[config.mk]
export PLATFORM = sky130hd
export DESIGN_NAME = branch_history_table
export DESIGN_NICKNAME = d
export VERILOG_FILES = /design/src/rtl/branch_history_table.sv
export SDC_FILE = /design/constraint.sdc
export NUM_CORES = 1
export LEC_CHECK = 0
export CORE_MARGIN = 2
export CORE_UTILIZATION = 40
export CTS_BUF_LIST = sky130_fd_sc_hd__clkbuf_8 sky130_fd_sc_hd__clkbuf_16
export CTS_CLUSTER_SIZE = 12
export DETAILED_ROUTE_END_ITERATION = 10
export SYNTH_ARGS = -nofsm -noshare
export SYNTH_HDL_FRONTEND = slang
export SYNTH_SLANG_ARGS = --single-unit
[constraint.sdc]
create_clock -name clock -period 7.1 [get_ports clock]
set_clock_uncertainty 0.05 [all_clocks]
set_input_delay 1.42 -clock clock [delete_from_list [all_inputs] [get_ports clock]]
set_output_delay 1.42 -clock clock [all_outputs]
set_load 0.01 [all_outputs]
[src/rtl/branch_history_table.sv]
// IF-stage branch predictor: 2^INDEX_W untagged 2-bit saturating counters, cleared by a sweep after reset.
// Optional statistics outputs are enabled with the BHT_STATS_EN macro.
module branch_history_table #(
    parameter int         INDEX_W    = 6,
    parameter logic [1:0] INIT_STATE = 2'b01
) (
    input  logic        clock,
    input  logic        reset,
    input  logic [31:0] if_pc,
    input  logic [31:0] if_instruction,
    input  logic        if_advance,
    input  logic        if_flush,
    output logic        pred_taken,
    output logic        id_pred_taken,
    input  logic        upd_valid,
    input  logic [31:0] upd_pc,
    input  logic        upd_taken,
    output logic        id_mispredict,
`ifdef BHT_STATS_EN
    output logic        busy,
    output logic [31:0] stat_branches,
    output logic [31:0] stat_mispredicts
`else
    output logic        busy
`endif
);

    // state    | meaning
    // ST_CLEAR | sweeping INIT_STATE into every counter, one entry per cycle
    // ST_RUN   | predicting and training
    typedef enum logic {ST_CLEAR, ST_RUN} state_t;

    localparam int ENTRIES = 1 << INDEX_W;

    state_t             state;
    state_t             state_next;
    logic [INDEX_W-1:0] clr_idx;
    logic [1:0]         ctr [ENTRIES];
    logic [INDEX_W-1:0] if_idx;
    logic [INDEX_W-1:0] upd_idx;
    logic [1:0]         if_ctr;
    logic [1:0]         upd_ctr;
    logic [1:0]         upd_ctr_next;
    logic               is_branch;
    logic               upd_accept;
    logic               unused_bits;

    assign if_idx      = if_pc[INDEX_W+1:2];
    assign upd_idx     = upd_pc[INDEX_W+1:2];
    assign if_ctr      = ctr[if_idx];
    assign upd_ctr     = ctr[upd_idx];
    assign unused_bits = ^{if_pc[31:INDEX_W+2], if_pc[1:0], if_instruction[25:0],
                           upd_pc[31:INDEX_W+2], upd_pc[1:0]};

    always_comb begin
        case (if_instruction[31:26])
            6'b000001, 6'b000100, 6'b000101, 6'b000110, 6'b000111: is_branch = 1'b1;
            default:                                               is_branch = 1'b0;
        endcase
    end

    always_comb begin
        state_next = state;
        busy       = 1'b0;
        case (state)
            ST_CLEAR: begin
                busy = 1'b1;
                if (&clr_idx) state_next = ST_RUN;
            end
            default: state_next = ST_RUN;
        endcase
    end

    always_ff @(posedge clock) begin
        if (reset) begin
            state   <= ST_CLEAR;
            clr_idx <= '0;
        end else begin
            state <= state_next;
            if (busy) clr_idx <= clr_idx + 1'b1;
        end
    end

    assign pred_taken    = ~busy & is_branch & if_ctr[1];
    assign id_mispredict = upd_valid & (upd_taken != id_pred_taken);
    assign upd_accept    = upd_valid & ~busy;

    always_comb begin
        upd_ctr_next = upd_ctr;
        if (upd_taken) begin
            if (upd_ctr != 2'b11) upd_ctr_next = upd_ctr + 2'd1;
        end else begin
            if (upd_ctr != 2'b00) upd_ctr_next = upd_ctr - 2'd1;
        end
    end

    // Table has no reset of its own; the sweep provides initialisation.
    always_ff @(posedge clock) begin
        if (!reset) begin
            if (busy)            ctr[clr_idx] <= INIT_STATE;
            else if (upd_accept) ctr[upd_idx] <= upd_ctr_next;
        end
    end

    always_ff @(posedge clock) begin
        if (reset || if_flush) id_pred_taken <= 1'b0;
        else if (if_advance)   id_pred_taken <= pred_taken;
    end

`ifdef BHT_STATS_EN
    always_ff @(posedge clock) begin
        if (reset) begin
            stat_branches    <= '0;
            stat_mispredicts <= '0;
        end else if (upd_accept) begin
            if (stat_branches != 32'hFFFF_FFFF) stat_branches <= stat_branches + 32'd1;
            if (id_mispredict && stat_mispredicts != 32'hFFFF_FFFF)
                stat_mispredicts <= stat_mispredicts + 32'd1;
        end
    end
`endif

endmodule
==> impl_metrics.env <==
export IMPL_path_class="input pin to output pin"
export IMPL_place_hpwl_um=11000
export IMPL_htree_levels=4
export IMPL_dieArea_sq_um=17600
export IMPL_hold_violations=0
export IMPL_core_sq_um=16300
export IMPL_netlist_area_sq_um=6620
export IMPL_clockRootBuffer="clkbuf_16"
export IMPL_synth_avg_cell_area_sq_um=14.0
export IMPL_syn_inst=472
export IMPL_synth_main_ff_cell="edfxtp_1"
export IMPL_maxCapViolCount=0
export IMPL_wl_um=16200
export IMPL_multiInputGateArea_sq_um=2450
export IMPL_antenna_found_initial=0
export IMPL_ys_ff_latch=136
export IMPL_viasPerCell=5.81
export IMPL_final_cell_count_no_fill=733
export IMPL_rows=47
export IMPL_drv_slew=0
export IMPL_period_share_pct=86.1
export IMPL_fillers=1471
export IMPL_p_per_area_nw_per_um2=234
export IMPL_start_kind="input pin"
export IMPL_critPathRequiredTime_ns=5.63
export IMPL_grt_pass1_vias=4242
export IMPL_synth_area_leaders="edfxtp_1 (58%), mux4_2 (12%), nor2_1 (4.7%)"
export IMPL_die_h_um=133
export IMPL_place_area_sq_um=7080
export IMPL_tns_ns=0
export IMPL_wl_per_cell_um=22.0
export IMPL_drtAntennaViolNets=0
export IMPL_slowest_delay_ns=1.16
export IMPL_clk_pin_slew_ns=0.05
export IMPL_vias=4260
export IMPL_cts_hold_buf=0
export IMPL_drive_above_1_share_pct=16.2
export IMPL_cts_setup_buffers=0
export IMPL_max_freq_mhz=164
export IMPL_grt_pass1_wl_um=25100
export IMPL_clock_sinks=136
export IMPL_seqCellArea_sq_um=4000
export IMPL_critPathArrivalTime_ns=4.64
export IMPL_syn_to_final_growth_pct=15.1
export IMPL_cts_tree="built"
export IMPL_final_common_cell="edfxtp_1"
export IMPL_clockBufferDepth=2
export IMPL_n_antenna_cell=0
export IMPL_p_leak_nw=2.67
export IMPL_critPathSlowestCell="clkdlybuf4s50_1"
export IMPL_synth_edff_count=128
export IMPL_synth_top_area_share_pct=58.1
export IMPL_worst_pin_slew_ns=1.04
export IMPL_clk_latency_ns=0.43
export IMPL_end_kind="output pin"
export IMPL_cts_buffers=17
export IMPL_die_width_um=133
export IMPL_post_cts_resized=0
export IMPL_fin_area_sq_um=7620
export IMPL_synth_cell_type_count=50
export IMPL_synth_fp_nets=575
export IMPL_drc=0
export IMPL_synth_top_area_cell="edfxtp_1"
export IMPL_io_pins=106
export IMPL_drt_iter0_drc=472
export IMPL_worst_ir_drop_vdd_mv=0.160
export IMPL_final_min_clock_period_ns=6.11
export IMPL_final_cell_mix="edfxtp_1 (128), nor2_1 (83), mux4_2 (36)"
export IMPL_rsz0062_at_grt="false"
export IMPL_grt_overflow_total=0
export IMPL_dr_pass1_iters=5
export IMPL_grt_max_degree=41
export IMPL_nNetsFinal=603
export IMPL_cp_cell_sequence="clkdlybuf4s50_1 -> mux2i_1 -> a311o_1 -> nor3_1 -> a211oi_1 -> a211oi_1 -> clkdlybuf4s50_1"
export IMPL_max_slew_margin_rel_pct=30.2
export IMPL_placed_cells=701
export IMPL_postSynth_asyncResetShare_pct=0
export IMPL_track_usage_pct=19.5
export IMPL_run_status="finished, final reports clean"
export IMPL_setup_violations_final=0
export IMPL_ys_seq_area_share_pct=60.5
export IMPL_initial_core_util_pct=40.5
export IMPL_portBuffers=27
export IMPL_worstPathMaxFanout=18
export IMPL_place_gp_congestion=0.823
export IMPL_yosys_warnings=0
export IMPL_hold_class="register to register"
-- flip-flops by register name (all words and copies together), names as in the netlist --
name	cells
id_pred_taken	1
clr_idx	6
ctr	128
state	1
-- logic make-up after synthesis --
family,share of synthesized area (%)
AO/OA/AOI/OAI,5.58
XOR/XNOR,0.794
adder cells (fa/ha/maj),0.189
buffers and inverters,2.55
flip-flops,60.5
multiplexers,17.8
AND/OR/NAND/NOR,12.6
-- worst paths after layout --
path / from / to / slack (ns) / depth (start not counted)
worst max-delay path: if_pc[3] / pred_taken / 0.99 / 7
worst min-delay path: clr_idx[1] / clr_idx[1] / 0.54 / 2
worst max register to register: ctr[30][0] / ctr[41][1] / 3.90 / 7
worst min register to register: clr_idx[1] / clr_idx[1] / 0.54 / 2
-- area by class of cell --
cell class / count / area share, %
inverters: 2 / 0.0985
well taps: 220 / 3.61
clock inverters: 15 / 1.48
clock buffers: 17 / 5.58
flip-flops and latches: 136 / 52.5
repair buffers: 37 / 4.47
multi-input cells: 306 / 32.2
-- metal layers --
metal / global-route usage (%) / vias to the layer above / share of wire, %
li1: - / 1896 / -
met1: 26.2 / 2146 / 43
met2: 30.8 / 186 / 47
met3: 4.18 / 32 / 6.9
met4: 8.60 / 0 / 2.9
met5: 0 / - / 0
-- cell usage after synthesis (3+ instances only) --
master and number:
and2_1 4, nor2_1 83, a31oi_1 4, nand2b_1 7
a22oi_1 4, xor2_1 5, o21ai_0 6, dfxtp_1 8
nor3_1 8, nor4_1 3, a211oi_1 4, nand2_1 27
nand4_1 3, clkbuf_1 12, edfxtp_1 128, buf_6 3
a21oi_1 3, nor3b_1 3, and3_1 4, buf_4 7
a22o_1 3, mux2i_1 30, a2111oi_0 5, nor2b_1 11
mux2_2 6, buf_2 6, a221oi_1 3, mux4_2 36
nand3b_1 8, nand3_1 11
-- where the power goes --
| part | internal, mW | leakage (nW) | switching [mW] |
|---|---|---|---|
| Clock | 0.474 | 0.264 | 0.326 |
| Combinational | 0.0481 | 0.953 | 0.0625 |
| Sequential | 0.867 | 1.45 | 0.00338 |
-- through the flow --
step                      power [mW]  setup slack, ns  util (%)  hold WS, ns
after detailed placement       0.998             1.03      43.3        0.532
after CTS                       1.79             1.03      46.6        0.544
after global routing            1.83            0.833      46.6        0.582
final                           1.78            0.988      46.6        0.538
after floorplan                0.959             1.02         -        0.455
after global placement         0.997             1.04      43.3        0.520
-- critical path: cells and delay by family --
kind,cells,cell delay [ns]
muxes,1,0.26
and+or+nand+nor,1,0.19
AOI/OAI and AO/OA,3,0.96
buffers and inverters,2,1.79
(Power assumes the default switching activity.)
